==> src/rtl/key_cond_pkg.sv <==
// key_cond_pkg: shared debounce state encoding and default parameters for key_conditioner
package key_cond_pkg;
  typedef enum logic [1:0] {IDLE, DEB_ON, PRESSED, DEB_OFF} key_state_t;
  localparam int DEF_N_KEYS = 2;
  localparam int DEF_SYNC_STAGES = 2;
  localparam int DEF_DEBOUNCE_CYCLES = 4;
  localparam int DEF_REPEAT_DELAY = 50;
  localparam int DEF_REPEAT_RATE = 10;
endpackage

==> src/rtl/key_channel.sv <==
// key_channel: one key's synchronizer, debounce FSM and, with KEY_COND_REPEAT_EN, auto-repeat counter
module key_channel
  import key_cond_pkg::*;
#(
  parameter int SYNC_STAGES = DEF_SYNC_STAGES,
  parameter int DEBOUNCE_CYCLES = DEF_DEBOUNCE_CYCLES
`ifdef KEY_COND_REPEAT_EN
  ,
  parameter int REPEAT_DELAY = DEF_REPEAT_DELAY,
  parameter int REPEAT_RATE = DEF_REPEAT_RATE
`endif
) (
  input  logic Clock,
  input  logic Reset,
  input  logic key,
  output logic fire,
  output logic held
);
  localparam int CW = $clog2(DEBOUNCE_CYCLES + 1);
  localparam logic [CW-1:0] LAST = CW'(DEBOUNCE_CYCLES - 1);
  localparam bit QUICK = DEBOUNCE_CYCLES == 1;
  logic [SYNC_STAGES-1:0] sync;
  logic [CW-1:0] cnt;
  key_state_t state;
  logic s;
  assign s = sync[SYNC_STAGES-1];
`ifdef KEY_COND_REPEAT_EN
  localparam int RMAX = REPEAT_DELAY > REPEAT_RATE ? REPEAT_DELAY : REPEAT_RATE;
  localparam int RW = $clog2(RMAX + 1);
  logic [RW-1:0] rcnt, rlim;
  logic rep;
  assign rlim = rep ? RW'(REPEAT_RATE - 1) : RW'(REPEAT_DELAY - 1);
`endif
  // The transition fires on the edge that sees the DEBOUNCE_CYCLES-th consecutive stable sample
  always_ff @(posedge Clock) begin
    if (Reset) begin
      sync <= '0;
      state <= IDLE;
      cnt <= '0;
      fire <= 1'b0;
      held <= 1'b0;
`ifdef KEY_COND_REPEAT_EN
      rcnt <= '0;
      rep <= 1'b0;
`endif
    end else begin
      sync <= {sync[SYNC_STAGES-2:0], key};
      fire <= 1'b0;
`ifdef KEY_COND_REPEAT_EN
      if (state == IDLE || state == DEB_ON) begin
        rcnt <= '0;
        rep <= 1'b0;
      end
`endif
      case (state)
        IDLE: if (s) begin
          state <= QUICK ? PRESSED : DEB_ON;
          cnt <= CW'(1);
          fire <= QUICK;
          held <= QUICK;
        end
        DEB_ON: if (!s) state <= IDLE;
        else if (cnt == LAST) begin
          state <= PRESSED;
          fire <= 1'b1;
          held <= 1'b1;
        end else cnt <= cnt + 1'b1;
        PRESSED: if (!s) begin
          state <= QUICK ? IDLE : DEB_OFF;
          cnt <= CW'(1);
          held <= !QUICK;
        end
`ifdef KEY_COND_REPEAT_EN
        else if (rcnt == rlim) begin
          fire <= 1'b1;
          rcnt <= '0;
          rep <= 1'b1;
        end else rcnt <= rcnt + 1'b1;
`endif
        DEB_OFF: if (s) state <= PRESSED;
        else if (cnt == LAST) begin
          state <= IDLE;
          held <= 1'b0;
        end else cnt <= cnt + 1'b1;
      endcase
    end
  end
endmodule

==> src/rtl/key_conditioner.sv <==
// key_conditioner: N_KEYS debounced key channels with gated press pulses; KEY_COND_REPEAT_EN adds auto-repeat
module key_conditioner
  import key_cond_pkg::*;
#(
  parameter int N_KEYS = DEF_N_KEYS,
  parameter int SYNC_STAGES = DEF_SYNC_STAGES,
  parameter int DEBOUNCE_CYCLES = DEF_DEBOUNCE_CYCLES,
  parameter int REPEAT_DELAY = DEF_REPEAT_DELAY,
  parameter int REPEAT_RATE = DEF_REPEAT_RATE
) (
  input  logic              Clock,
  input  logic              Reset,
  input  logic [N_KEYS-1:0] Key,
  input  logic              Enable,
  output logic [N_KEYS-1:0] Pulse,
  output logic [N_KEYS-1:0] Held,
  output logic              SimulPress
);
  if (N_KEYS < 1 || SYNC_STAGES < 2 || DEBOUNCE_CYCLES < 1 || REPEAT_DELAY < 1 || REPEAT_RATE < 1) begin : g_bad_params
    $error("key_conditioner: parameter out of range");
  end
  logic [N_KEYS-1:0] fire;
  logic en_q;
  for (genvar i = 0; i < N_KEYS; i++) begin : g_ch
    key_channel #(
      .SYNC_STAGES(SYNC_STAGES),
      .DEBOUNCE_CYCLES(DEBOUNCE_CYCLES)
`ifdef KEY_COND_REPEAT_EN
      ,
      .REPEAT_DELAY(REPEAT_DELAY),
      .REPEAT_RATE(REPEAT_RATE)
`endif
    ) u_ch (
      .Clock(Clock),
      .Reset(Reset),
      .key(Key[i]),
      .fire(fire[i]),
      .held(Held[i])
    );
  end
  // Enable is registered on the same edge as the channel fire flops so the gate lines up with the event
  always_ff @(posedge Clock) begin
    en_q <= Reset ? 1'b0 : Enable;
  end
  assign Pulse = fire & {N_KEYS{en_q}};
  assign SimulPress = |(Pulse & (Pulse - N_KEYS'(1)));
endmodule

==> config.mk <==
export PLATFORM = sky130hd
export DESIGN_NAME = key_conditioner
export DESIGN_NICKNAME = d
export VERILOG_FILES = /design/src/rtl/key_cond_pkg.sv /design/src/rtl/key_channel.sv /design/src/rtl/key_conditioner.sv
export SDC_FILE = /design/constraint.sdc
export NUM_CORES = 1
export LEC_CHECK = 0
export CAP_MARGIN = 30
export CORE_MARGIN = 2
export CORE_UTILIZATION = 54
export CTS_CLUSTER_DIAMETER = 150
export CTS_CLUSTER_SIZE = 12
export DETAILED_ROUTE_END_ITERATION = 16
export PLACE_DENSITY = 0.76
export SETUP_SLACK_MARGIN = 0.5
export SLEW_MARGIN = 20
export SYNTH_ARGS = -nofsm -noshare
export SYNTH_HDL_FRONTEND = slang
export SYNTH_SLANG_ARGS = --single-unit
==> constraint.sdc <==
create_clock -name Clock -period 2 [get_ports Clock]
set_input_delay 0.3 -clock Clock [delete_from_list [all_inputs] [get_ports Clock]]
set_output_delay 0.3 -clock Clock [all_outputs]
set_load 0.01 [all_outputs]
==> flow_metrics.py, run 1 <==
metrics = {
    "status": {
        "status": "complete, no violations",
    },
    "synth": {
        "synth_seq_cells": 19,
        "yosysWarnings": 0,
        "synth_nets": 127,
        "synth_area_um2": 1015,
        "synthesis.area_per_instance_um2": 9.483,
        "syn_inst": 107,
        "ys_seq_area_share_pct": 37.48,
        "synth_cell_types": 29,
    },
    "sta": {
        "relSlewSlack_pct": 77.60,
        "post-route-period-util_pct": 81.33,
        "final_max_slew_viol_count": 0,
        "rsz0062_at_grt": "true",
        "setup_viol": 0,
        "finClkSkew_ns": 0.002284,
        "worst_pin_slew_ns": 0.3354,
        "tns_ns": 0,
        "fin_crit_ns": 1.627,
        "max_freq_mhz": 614.8,
        "hold_viol_final": 0,
    },
    "grt": {
        "antenna_found_initial": 0,
        "grt_pass1_wl_um": 2925,
        "grt_start_max_net_pins": 14,
        "grt.overflow.total": 0,
        "grt_usage_pct": 18.56,
        "grt_pass1_vias": 679,
    },
    "routing": {
        "drc": 0,
        "detail_route.wl_per_cell_um": 13.26,
        "drtIter0Drc": 16,
        "routed_wl_um": 1922,
        "final_antenna_net_count": 0,
        "vias_per_cell": 5.490,
        "dr.pass1.iters": 4,
        "vias": 796,
    },
    "clock_tree": {
        "htree_levels": 1,
        "root_buffer": "clkbuf_4",
        "clk_latency_ns": 0.31,
        "cts_tree": "built",
        "numCtsBuffers": 3,
        "clk_pin_slew_worst_paths_ns": 0.11,
        "clock-sinks": 19,
        "clock_path_buffers": 2,
        "cts_hold_buf": 0,
    },
    "floorplan": {
        "start_util_pct": 58.14,
        "io_pins": 10,
        "fp.dieArea_um2": 2242,
        "core_area_um2": 1745,
        "die_w_um": 47.35,
        "die_height_um": 47.35,
        "std_cell_rows": 15,
    },
    "critical_path": {
        "r2r_slack_ns": 0.37,
        "path_cells": "inv_6, ha_4, or3_4, a211o_1, buf_4, o32ai_2",
        "crit_cells": 6,
        "worst-path-buf-inv": 2,
        "cp_max_fo": 5,
        "cp.required_ns": 2.23,
        "crit_type": "flip-flop to flip-flop",
        "cp-start-kind": "flip-flop",
        "slowest_delay_ns": 0.41,
        "slowest_stage": "dfxtp_4",
        "r2r_cells": 6,
        "arrival_ns": 1.86,
        "worstSetupEndpointType": "flip-flop",
        "crit_family": "compound AO/OA/AOI/OAI gates",
    },
    "place": {
        "io_buffers": 9,
        "dp_hpwl_um": 1310,
        "postPlaceCellArea_um2": 1142,
        "globalplace.congestion": 0.7908,
    },
    "finish": {
        "nets": 141,
        "layout_commonest_cell": "dfxtp_1",
        "diodes": 0,
        "final_layout_size_suffix_gt1_share_pct": 30.83,
        "stdcell_area_um2": 1333,
        "area_growth_pct": 31.32,
        "layout_common_cells": "dfxtp_1 (14), nor2_1 (10), inv_1 (8), ha_1 (7)",
    },
    "pwr": {
        "power_frac_comb_pct": 32.6,
        "leakage_nw": 0.5468,
        "max-vdd-ir-drop_mv": 0.5852,
        "power.internal_mw": 0.6629,
        "pwr_density_cell_nw_per_um2": 740.7,
        "switchingPower_mw": 0.3240,
        "power_frac_seq_pct": 47.0,
        "p_clk_share_pct": 20.5,
        "p_sw_share_pct": 32.83,
    },
    "min_path": {
        "hp-class": "flip-flop to flip-flop",
        "holdPathStages": 1,
    },
    "job": {
        "maxCapViolCount": 0,
    },
}
[power by group through the flow]
stage / sequential (mW) / combinational, mW / clock [mW]
finish: 0.463 / 0.321 / 0.202
CTS: 0.454 / 0.260 / 0.197
global route: 0.469 / 0.352 / 0.221
detailed placement: 0.457 / 0.233 / 0
global placement: 0.454 / 0.227 / 0
floorplan: 0.449 / 0.184 / 0
[timing repair]
item                                    CTS  global route
gates cloned                              0             0
buffers inserted                          0             2
endpoints found under the setup margin   14            14
pin swaps                                 1             7
resized for setup                        20            22
hold endpoints to repair                  0             0
[metrics by stage]
step,std cells,hold slack [ns],total power [mW],worst slack [ns],util [%]
after detailed placement,139,0.4271,0.6893,0.3499,65.45
final,145,0.4528,0.9869,0.3734,76.34
after CTS,143,0.4534,0.9116,0.3935,69.96
after global routing,145,0.4783,1.042,0.2794,76.34
after floorplan,107,0.3716,0.6332,0.4302,-
after global placement,139,0.4215,0.6813,0.3961,65.45
[routing by layer]
| metal | GRT usage [%] | vias up | wire length, µm |
|---|---|---|---|
| li1 | - | 409 | - |
| met1 | 25.29 | 373 | 981 |
| met2 | 29.19 | 12 | 867 |
| met3 | 3.462 | 2 | 55 |
| met4 | 6.667 | 0 | 18 |
| met5 | 0 | - | 0 |
[path summary, 6_finish.rpt]
check | start | endpoint
worst max-delay path | g_ch[0].u_ch.state[0] | g_ch[0].u_ch.cnt[1]
worst min-delay path | g_ch[1].u_ch.sync[0] | g_ch[1].u_ch.sync[1]
worst max register to register | g_ch[0].u_ch.state[0] | g_ch[0].u_ch.cnt[1]
worst min register to register | g_ch[1].u_ch.sync[0] | g_ch[1].u_ch.sync[1]
[final cells by class]
cell class	instances	area (µm²)
multi-input cells	72	708.2
flip-flops and latches	19	394.1
repair buffers	12	113.9
clock buffers	4	26.28
inverters	13	58.81
fillers	124	412.9
well taps	25	31.28
[worst register-to-register path: cells and delay by family, from the launching register on]
family,cells,cell delay [ns]
compound gates,2,0.42
fa+ha+maj,1,0.15
buf+inv,2,0.19
flops,1,0.41
simple gates,1,0.38
[cells in the mapped netlist (all sizes together)]
master,n,area share (%)
o22ai,1,0.62
mux2i,3,3.0
a2bb2oi,1,0.86
nand2,2,0.74
a211o,1,0.86
a21oi,2,0.99
or3,1,0.62
buf,2,1.5
nor3,5,2.5
o221ai,2,1.7
inv,13,4.8
clkbuf,1,0.37
and4,2,1.8
o41ai,1,0.86
a211oi,4,3.0
o32ai,2,1.7
o22a,3,2.6
and3,2,1.2
nor2,10,3.7
and2,2,1.2
a2bb2o,1,0.99
dfxtp,19,37
or3b,1,0.86
nor3b,4,3.0
o21ai,1,0.49
nor2b,5,3.1
ha,15,18
o311a,1,0.99
[kinds of logic after synthesis]
logic type,synth area share (%)
compound gates,15.66
fa+ha+maj,18.50
buf+inv,6.658
flops,37.48
mux,2.959
simple gates,18.74
Note: power is estimated with default switching activity, not from simulation.
==> run 2: changes to the inputs <==
==> constraint.sdc (replaced) <==
create_clock -name Clock -period 1.54 [get_ports Clock]
set_input_delay 0.231 -clock Clock [delete_from_list [all_inputs] [get_ports Clock]]
set_output_delay 0.231 -clock Clock [all_outputs]
set_load 0.01 [all_outputs]
==> run 2 against run 1 <==
Effect of this change:
- sequential share of layout area down 5.4 points
- register-to-register slack worse by 0.64 ns
- clock power grew 44%
- flip-flop and latch count unchanged
- via count grew 24%
- combinational power rose by 110%
- critical endpoint is now g_ch[0].u_ch.cnt[2]
- critical path depth did not move
- clock skew grew 0.0027 ns
- the run now ends with negative setup slack left
- total power rose by 59%
- cell count increased by 13%
==> flow_metrics.py, run 2 (same netlist as run 1, synthesis figures left out) <==
metrics = {
    "status": {
        "status": "finished, violations left",
        "violations": "negative setup slack",
    },
    "clock_tree": {
        "numCtsBuffers": 3,
        "clk_pin_slew_worst_paths_ns": 0.12,
        "cts_hold_buf": 0,
        "clock_path_buffers": 2,
        "cts_tree": "built",
        "htree_levels": 1,
        "root_buffer": "clkbuf_4",
        "clk_latency_ns": 0.33,
        "clock-sinks": 19,
    },
    "place": {
        "post-place-ws_ns": -0.09991,
        "dp_hpwl_um": 1524,
        "globalplace.congestion": 0.8240,
        "io_buffers": 9,
    },
    "critical_path": {
        "path_cells": "inv_4, ha_4, or3_4, a211o_1, o22a_1, nor2_1",
        "slowest_stage": "dfxtp_4",
        "arrival_ns": 2.06,
        "crit_type": "flip-flop to flip-flop",
        "slowest_delay_ns": 0.41,
        "r2r_cells": 6,
        "cp_max_fo": 4,
        "cp.required_ns": 1.79,
        "worstSetupEndpointType": "flip-flop",
        "cp-start-kind": "flip-flop",
    },
    "sta": {
        "tns_ns": -0.6238,
        "setup_viol": 6,
        "finalWorstSetupSlack_ns": -0.2629,
        "fin_crit_ns": 1.803,
        "rsz0062_at_grt": "true",
        "final_max_slew_viol_count": 0,
        "relSlewSlack_pct": 74.47,
        "finClkSkew_ns": 0.005018,
        "post-route-period-util_pct": 117.1,
        "max_freq_mhz": 554.7,
        "worst_pin_slew_ns": 0.3824,
        "hold_viol_final": 0,
    },
    "finish": {
        "layout_common_cells": "buf_4 (17), ha_4 (10), dfxtp_1 (9), nor2_1 (8), buf_6 (8)",
        "nets": 160,
        "diodes": 0,
        "area_growth_pct": 64.49,
        "layout_commonest_cell": "buf_4",
        "final_layout_size_suffix_gt1_share_pct": 65.47,
        "n_fill_cell": 42,
    },
    "floorplan": {
        "io_pins": 10,
        "core_area_um2": 1745,
        "die_height_um": 47.35,
        "fp.dieArea_um2": 2242,
        "start_util_pct": 58.14,
        "die_w_um": 47.35,
        "std_cell_rows": 15,
    },
    "min_path": {
        "hp-class": "primary input to flip-flop",
        "holdPathStages": 2,
        "min_from": "Key[0]",
    },
    "routing": {
        "vias": 987,
        "detail_route.wl_per_cell_um": 20.85,
        "dr.pass1.iters": 4,
        "final_antenna_net_count": 0,
        "drtIter0Drc": 27,
        "vias_per_cell": 6.018,
        "drc": 0,
        "routed_wl_um": 3419,
    },
    "grt": {
        "grt_usage_pct": 24.08,
        "grt_pass1_vias": 876,
        "antenna_found_initial": 0,
        "grt.overflow.total": 0,
        "grt_start_max_net_pins": 12,
        "grt_pass1_wl_um": 3684,
    },
    "job": {
        "maxCapViolCount": 0,
    },
    "pwr": {
        "leakage_nw": 0.6377,
        "pwr_density_cell_nw_per_um2": 942.3,
        "max-vdd-ir-drop_mv": 0.8930,
    },
}
run 2: cell types whose count changed in the layout (fill, tap and decap cells not counted), moves of 3 or more:
cell / before / now
nor3_1: 4 / 1
ha_4: 5 / 10
ha_1: 7 / 1
buf_6: 0 / 8
dlygate4sd2_1: 3 / 0
buf_4: 3 / 17
dfxtp_2: 2 / 6
dfxtp_1: 14 / 9
run 2: what timing repair did:
item / CTS / global route
setup endpoints to repair: 18 / 16
cloned: 0 / 0
pin swaps: 17 / 10
endpoints found under the hold margin: 0 / 0
resized for setup: 50 / 24
buffers inserted: 6 / 7
run 2: worst paths after layout:
| kind | slack, ns | to |
|---|---|---|
| min reg2reg | 0.48 | g_ch[0].u_ch.sync[1] |
| max | -0.26 | g_ch[0].u_ch.cnt[2] |
| min | 0.45 | g_ch[0].u_ch.sync[0] |
| max reg2reg | -0.26 | g_ch[0].u_ch.cnt[2] |
run 2: final cells by class:
type | count | area (µm²) | area share [%]
clock buffer | 3 | 22.52 | 1.349
inverter | 13 | 63.81 | 3.823
timing repair buffer | 31 | 267.8 | 16.04
sequential | 19 | 402.9 | 24.14
clock inverter | 1 | 5.005 | 0.2999
tap | 25 | 31.28 | 1.874
multi-input combinational | 72 | 875.8 | 52.47
run 2: power by group:
part / switching (mW) / internal, mW / total (mW)
Combinational: 0.311 / 0.360 / 0.670
Clock: 0.193 / 0.0977 / 0.291
Sequential: 0.0695 / 0.542 / 0.612
Total: 0.573 / 1.00 / 1.57
run 2: critical path: cells and delay by family (launching register included):
family | cells | cell delay (ns)
AOI/OAI and AO/OA | 2 | 0.57
and+or+nand+nor | 2 | 0.53
DFF | 1 | 0.41
adders and majority gates | 1 | 0.16
buffers and inverters | 1 | 0.06
run 2: per-layer routing:
metal,up-vias,global-route usage (%),share of wire [%]
met5,-,0,0
met4,0,10.56,4.6
met3,19,5.000,6.7
met2,43,42.43,48
met1,483,27.76,41
li1,442,-,-
run 2: metrics by stage:
step | hold slack [ns] | utilization (%) | power, mW | cells | area [µm²]
after floorplan | 0.3026 | - | 0.8720 | 107 | 1159
after global placement | 0.4193 | 76.13 | 0.9827 | 147 | 1329
after detailed placement | 0.4274 | 76.13 | 0.9970 | 147 | 1329
after CTS | 0.4548 | 85.81 | 1.361 | 157 | 1498
after global routing | 0.4697 | 95.63 | 1.613 | 164 | 1669
final | 0.4500 | 95.63 | 1.573 | 164 | 1669
==> run 3: changes to the inputs <==
--- a/config.mk
+++ b/config.mk
@@ -5,7 +5,7 @@
 export SDC_FILE = /design/constraint.sdc
 export NUM_CORES = 1
 export LEC_CHECK = 0
-export CAP_MARGIN = 30
+export CAP_MARGIN = 5
 export CORE_MARGIN = 2
 export CORE_UTILIZATION = 54
 export CTS_CLUSTER_DIAMETER = 150
==> results of run 3 <==
Same layout as run 2: the final DEF is identical, and so are final timing and power.
